[config.mk]
export PLATFORM = sky130hd
export DESIGN_NAME = turret_ctrl
export DESIGN_NICKNAME = d
export VERILOG_FILES = /design/src/rtl/turret_ctrl.sv
export SDC_FILE = /design/constraint.sdc
export NUM_CORES = 1
export LEC_CHECK = 0
export CAP_MARGIN = 20
export CORE_MARGIN = 4
export CORE_UTILIZATION = 40
export DETAILED_ROUTE_END_ITERATION = 7
export PLACE_DENSITY = 0.62
export SLEW_MARGIN = 5
export SYNTH_ARGS = -nofsm -noshare
export SYNTH_HDL_FRONTEND = slang
export SYNTH_SLANG_ARGS = --single-unit
[constraint.sdc]
create_clock -name clk -period 2.15 [get_ports clk]
set_input_delay 0.43 -clock clk [delete_from_list [all_inputs] [get_ports clk]]
set_output_delay 0.43 -clock clk [all_outputs]
set_load 0.05 [all_outputs]
[src/rtl/turret_ctrl.sv]
// Turret controller: aim, charge/reload, fire animation, health and death.
// Optional post-hit invulnerability window is built when TURRET_INVULN_EN is defined.
module turret_ctrl #(
  parameter int unsigned ANGLE_W       = 4,
  parameter int unsigned CHARGE_W      = 4,
  parameter int unsigned HEALTH_W      = 2,
  parameter int unsigned FIRE_CYCLES   = 830000,
  parameter int unsigned RELOAD_FAST   = 6250000,
  parameter int unsigned RELOAD_SLOW   = 12500000,
  parameter int unsigned INVULN_CYCLES = 50000000
) (
  input  logic                clk,
  input  logic                rst_n,
  input  logic                fire_i,
  input  logic                change_mode_i,
  input  logic                rotate_i,
  input  logic                rotate_right_i,
  input  logic                collision_i,
  output logic [1:0]          state_o,
  output logic [CHARGE_W-1:0] charge_o,
  output logic                mode_o,
  output logic [HEALTH_W-1:0] health_o,
  output logic [ANGLE_W-1:0]  angle_o,
  output logic                firing_o,
  output logic                invuln_o
);

  localparam int unsigned FireW     = (FIRE_CYCLES > 1) ? $clog2(FIRE_CYCLES) : 1;
  localparam int unsigned ReloadMax = (RELOAD_SLOW > RELOAD_FAST) ? RELOAD_SLOW : RELOAD_FAST;
  localparam int unsigned ReloadW   = (ReloadMax > 1) ? $clog2(ReloadMax) : 1;

  localparam logic [FireW-1:0]    FireLoad   = FireW'(FIRE_CYCLES - 1);
  localparam logic [ReloadW-1:0]  FastLim    = ReloadW'(RELOAD_FAST - 1);
  localparam logic [ReloadW-1:0]  SlowLim    = ReloadW'(RELOAD_SLOW - 1);
  localparam logic [CHARGE_W-1:0] ChargeFull = '1;
  localparam logic [HEALTH_W-1:0] HealthMax  = '1;

  typedef enum logic [1:0] {
    StIdle   = 2'b00,
    StFiring = 2'b01,
    StDead   = 2'b10
  } state_e;

  state_e              state_q, state_d;
  logic [FireW-1:0]    fire_cnt_q, fire_cnt_d;
  logic [ReloadW-1:0]  reload_cnt_q, reload_cnt_d;
  logic [CHARGE_W-1:0] charge_q, charge_d;
  logic                mode_q, mode_d;
  logic [HEALTH_W-1:0] health_q, health_d;
  logic [ANGLE_W-1:0]  angle_q, angle_d;

  logic alive, hit_ok, hit, kill, full;
  logic [ReloadW-1:0] reload_lim;

  assign alive      = (state_q != StDead);
  assign hit        = alive & hit_ok;
  assign kill       = hit & (health_q == HEALTH_W'(1));
  assign full       = (charge_q == ChargeFull);
  assign reload_lim = mode_q ? SlowLim : FastLim;

`ifdef TURRET_INVULN_EN
  localparam int unsigned InvW = (INVULN_CYCLES > 1) ? $clog2(INVULN_CYCLES) : 1;
  localparam logic [InvW-1:0] InvLoad = InvW'(INVULN_CYCLES - 1);

  logic            invuln_q, invuln_d;
  logic [InvW-1:0] inv_cnt_q, inv_cnt_d;

  assign hit_ok   = collision_i & ~invuln_q;
  assign invuln_o = invuln_q;

  always_comb begin
    invuln_d  = invuln_q;
    inv_cnt_d = inv_cnt_q;
    if (hit) begin
      invuln_d  = 1'b1;
      inv_cnt_d = InvLoad;
    end else if (invuln_q && alive) begin
      if (inv_cnt_q == '0) invuln_d = 1'b0;
      else                 inv_cnt_d = inv_cnt_q - InvW'(1);
    end
  end

  always_ff @(posedge clk or negedge rst_n) begin
    if (!rst_n) begin
      invuln_q  <= 1'b0;
      inv_cnt_q <= '0;
    end else begin
      invuln_q  <= invuln_d;
      inv_cnt_q <= inv_cnt_d;
    end
  end
`else
  logic unused_invuln_cycles;
  assign unused_invuln_cycles = |INVULN_CYCLES;
  assign hit_ok   = collision_i;
  assign invuln_o = 1'b0;
`endif

  always_ff @(posedge clk or negedge rst_n) begin
    if (!rst_n) state_q <= StIdle;
    else        state_q <= state_d;
  end

  always_comb begin
    state_d = state_q;
    case (state_q)
      StIdle:   if (fire_i && full) state_d = StFiring;
      StFiring: if (fire_cnt_q == '0) state_d = StIdle;
      StDead:   state_d = StDead;
      default:  state_d = StIdle;
    endcase
    if (kill) state_d = StDead;
  end

  always_comb begin
    state_o  = state_q;
    firing_o = (state_q == StFiring) && (fire_cnt_q == '0) && !kill;
  end

  // A fatal hit freezes everything except health, so the frozen DEAD outputs reflect pre-hit state.
  always_comb begin
    fire_cnt_d   = fire_cnt_q;
    reload_cnt_d = reload_cnt_q;
    charge_d     = charge_q;
    mode_d       = mode_q;
    angle_d      = angle_q;
    health_d     = health_q;

    if (hit && health_q != '0) health_d = health_q - HEALTH_W'(1);

    if (!kill) begin
      case (state_q)
        StIdle: begin
          if (fire_i && full) begin
            charge_d     = '0;
            fire_cnt_d   = FireLoad;
            reload_cnt_d = '0;
          end else begin
            if (!fire_i && change_mode_i) begin
              mode_d       = ~mode_q;
              reload_cnt_d = '0;
            end else if (!full) begin
              if (reload_cnt_q == reload_lim) begin
                charge_d     = charge_q + CHARGE_W'(1);
                reload_cnt_d = '0;
              end else begin
                reload_cnt_d = reload_cnt_q + ReloadW'(1);
              end
            end else begin
              reload_cnt_d = '0;
            end
            if (!fire_i && rotate_i) begin
              angle_d = rotate_right_i ? angle_q - ANGLE_W'(1) : angle_q + ANGLE_W'(1);
            end
          end
        end
        StFiring: if (fire_cnt_q != '0) fire_cnt_d = fire_cnt_q - FireW'(1);
        default: ;
      endcase
    end
  end

  always_ff @(posedge clk or negedge rst_n) begin
    if (!rst_n) begin
      fire_cnt_q   <= '0;
      reload_cnt_q <= '0;
      charge_q     <= ChargeFull;
      mode_q       <= 1'b0;
      health_q     <= HealthMax;
      angle_q      <= '0;
    end else begin
      fire_cnt_q   <= fire_cnt_d;
      reload_cnt_q <= reload_cnt_d;
      charge_q     <= charge_d;
      mode_q       <= mode_d;
      health_q     <= health_d;
      angle_q      <= angle_d;
    end
  end

  assign charge_o = charge_q;
  assign mode_o   = mode_q;
  assign health_o = health_q;
  assign angle_o  = angle_q;

endmodule

==> metrics, run 1 <==
status=complete, but fails checks; failing checks=setup timing; total grt overflow=0; RSZ-0062 raised after global routing=true; Stages on worst setup path=5; Layout area overhead=39.89%; final worst slack=-241.1 ps; drt drc=0; CP endpoint kind=primary output; die footprint=9442 um^2; clock skew=10.94 ps; Slew HR=65.93%; post-synth cell types=53; H-tree depth=3; critical path class=flip-flop to primary output; drt pass-1 iters=4; Worst EP arrival=1960 ps; Layout Utilization=57.58%; cts hold-fix bufs=0; Primary FF master, synth=dfrtp_1; final wirelength=between 7000 and 8000 um; Static Leakage=roughly 2.0 nW; Seq/Total Area, Yosys=45.08%; family with the most delay on the worst path=simple AND/OR/NAND/NOR gates; nets@finish=456; CTS sink cnt=57; drt wl/cell=approximately 14 um; syn nets=roughly 360; post-route design area=4449 um^2; DRT antenna net count=0; Hold Crit Class=input port to asynchronous set/reset pin; Synth Warn #=0; Fmax achieved=between 400 and 500 MHz; Reg2Reg Capture Point=fire_cnt_q[18]; number of global-route vias before repair=roughly 2800; commonest non-fill, non-tap cells in the layout=68 x buf_4, 50 x dfrtp_1, 34 x nand2_1, 33 x nor2_1, 21 x o21ai_0; slowest CP cell=or4_4; number of enable flip-flop cells after synthesis=0; Reg2Reg Setup Slack=-60 ps; Ports=22; endpoints failing hold=0; Hold WS=~37 ps; Max Cap Viol=0; share of cells above drive strength 1=between 30% and 40%; Final Cycle Share=111.2%; initial antenna violation count=0; die width=97.17 um; Worst-Skew Late Latency=approximately 350 ps; dpl cell area=4008 um^2; hpwl dp=approximately 5400 um; first-pass GRT wire length=between 10000 and 15000 um; CTS tree=done; diode count=0; clock-pin slew of the registers on the worst-case setup and hold paths=roughly 70 ps; starting density of the core=41.16%; final setup vio count=8; Vias=2836; Worst-Margin Slew=~510 ps; Crit Path Max Fanout=2; Seq cells post-synth=57; Root Driver=clkbuf_8; TNS Setup=-468.8 ps; FF-to-FF path depth=8; FFs w/ async S/R, synth=100.0%; Worst Setup SP=fire_cnt_q[6]; Tmin final=2391 ps; FF-to-FF Start=fire_cnt_q[16]; total global-route track usage=16.77%; commonest non-fill, non-tap cell in the layout=buf_4; Cell Area, Synth=3181 um^2; Initial DRC Count=between 100 and 150; CTS max path bufs=2; largest net degree at the start of global routing=39; Rows=32; syn_area_per_cell=slightly above 9 um^2; IO buf count=20; Worst setup endpoint=firing_o; biggest cell delay along the critical path=roughly 560 ps; total core area=7727 um^2; die height=97.17 um; maximum vdd drop=around 0.34 mV; overall power=0.002179 W; Pwr per Cell Area=489.8 nW/um^2; pins over their slew limit=0; Worst Path Required=1720 ps; drt via density=5.185; Synth Instances=343; Placer Congestion=between 0.8 and 0.9; Bufs and invs on worst path=2; Startpoint Class=flip-flop; clock buffer count from CTS=9; crit-path cells=or4_4 -> nor3_4 -> buf_6 -> and4_4 -> buf_12
-- stage by stage --
stage | cells | setup WS (ps)
5_1_grt | 547 | -294.5
3_3_place_gp | 520 | -73.32
2_1_floorplan | 343 | 4.877
4_1_cts | 542 | -284.6
3_5_place_dp | 520 | -74.42
6_report | 547 | -241.1
-- state kept, by name, indices dropped and copies added (netlist names) --
register      count
angle_o           4
charge_o          4
state_o           2
health_o          2
fire_cnt_q       20
reload_cnt_q     24
mode_o            1
-- layer usage --
layer  GRT usage, %  share of wire, %
met1          22.34                47
met2          26.06                47
met3          5.025               4.1
met4          5.616               2.4
met5              0                 0
-- where the power goes --
group          switching, W  internal, W
combinational     0.0000504    0.0000267
sequential       0.00000214      0.00108
clock              0.000428     0.000595
total              0.000480      0.00170
-- kinds of logic (layout without fill, tap and decap cells) --
logic type / Yosys count / in the layout / share of synthesized area (%)
AND/OR/NAND/NOR: 169 / 169 / 27.77
other: 1 / 1 / 0.1179
adder cells (fa/ha/maj): 9 / 9 / 3.777
XOR/XNOR: 37 / 37 / 10.19
buffers and inverters: 20 / 122 / 2.675
AO/OA/AOI/OAI: 48 / 48 / 9.717
multiplexers: 2 / 2 / 0.6688
flip-flops: 57 / 57 / 45.08
-- final cells by class --
class	count	area (um^2)
clock inverters	3	40.04
multi-input cells	266	1837
flip-flops and latches	57	1435
well taps	102	127.6
inverters	13	51.30
clock buffers	13	158.9
repair buffers	93	799.5
fillers	663	3278
-- synthesized netlist by cell type, drive strengths merged, types with 2 or more instances --
| master | count | area, um^2 |
|---|---|---|
| nor4 | 10 | 62.56 |
| nand3 | 15 | 80.08 |
| o31ai | 3 | 22.52 |
| nand2b | 4 | 25.02 |
| a22oi | 2 | 15.01 |
| clkbuf | 2 | 7.510 |
| and3 | 9 | 56.30 |
| nor3 | 17 | 85.08 |
| and2 | 4 | 25.02 |
| o21ai | 25 | 128.9 |
| nor2 | 37 | 141.4 |
| nor4bb | 2 | 20.02 |
| and4 | 3 | 26.28 |
| nor2b | 2 | 12.51 |
| ha | 8 | 100.1 |
| dfrtp | 51 | 1276 |
| xnor2 | 19 | 166.4 |
| nand3b | 2 | 15.01 |
| dfstp | 6 | 157.7 |
| xor2 | 18 | 157.7 |
| inv | 13 | 51.30 |
| nand2 | 35 | 131.4 |
| a21oi | 6 | 30.03 |
| buf | 5 | 26.27 |
| nand4 | 18 | 112.6 |
| or4 | 6 | 52.55 |
| o21a | 3 | 22.52 |
| or3 | 2 | 13.77 |
-- worst min path at each step --
stage	start	endpoint	slack [ps]	cells after the start
floorplan	rst_n	angle_o[0]	130	0
global placement	rst_n	angle_o[3]	420	1
detailed placement	rst_n	angle_o[3]	420	1
CTS	rst_n	angle_o[3]	40	1
global route	rst_n	angle_o[3]	70	1
finish	rst_n	angle_o[3]	40	1
-- repair_timing --
action                                 CTS  global route
pin swaps                               12            21
setup endpoints to repair               15            40
setup buffers                            6             5
endpoints found under the hold margin    0             0
cloned                                   0             0
resized for setup                        8            29
Power figures use the tool's default switching activity.
==> run 2: changes to the inputs <==
--- a/config.mk
+++ b/config.mk
@@ -5,7 +5,6 @@
 export SDC_FILE = /design/constraint.sdc
 export NUM_CORES = 1
 export LEC_CHECK = 0
-export CAP_MARGIN = 20
 export CORE_MARGIN = 4
 export CORE_UTILIZATION = 40
 export DETAILED_ROUTE_END_ITERATION = 7
==> results of run 2 <==
The final DEF is identical to that of run 1; final timing and power are the same.
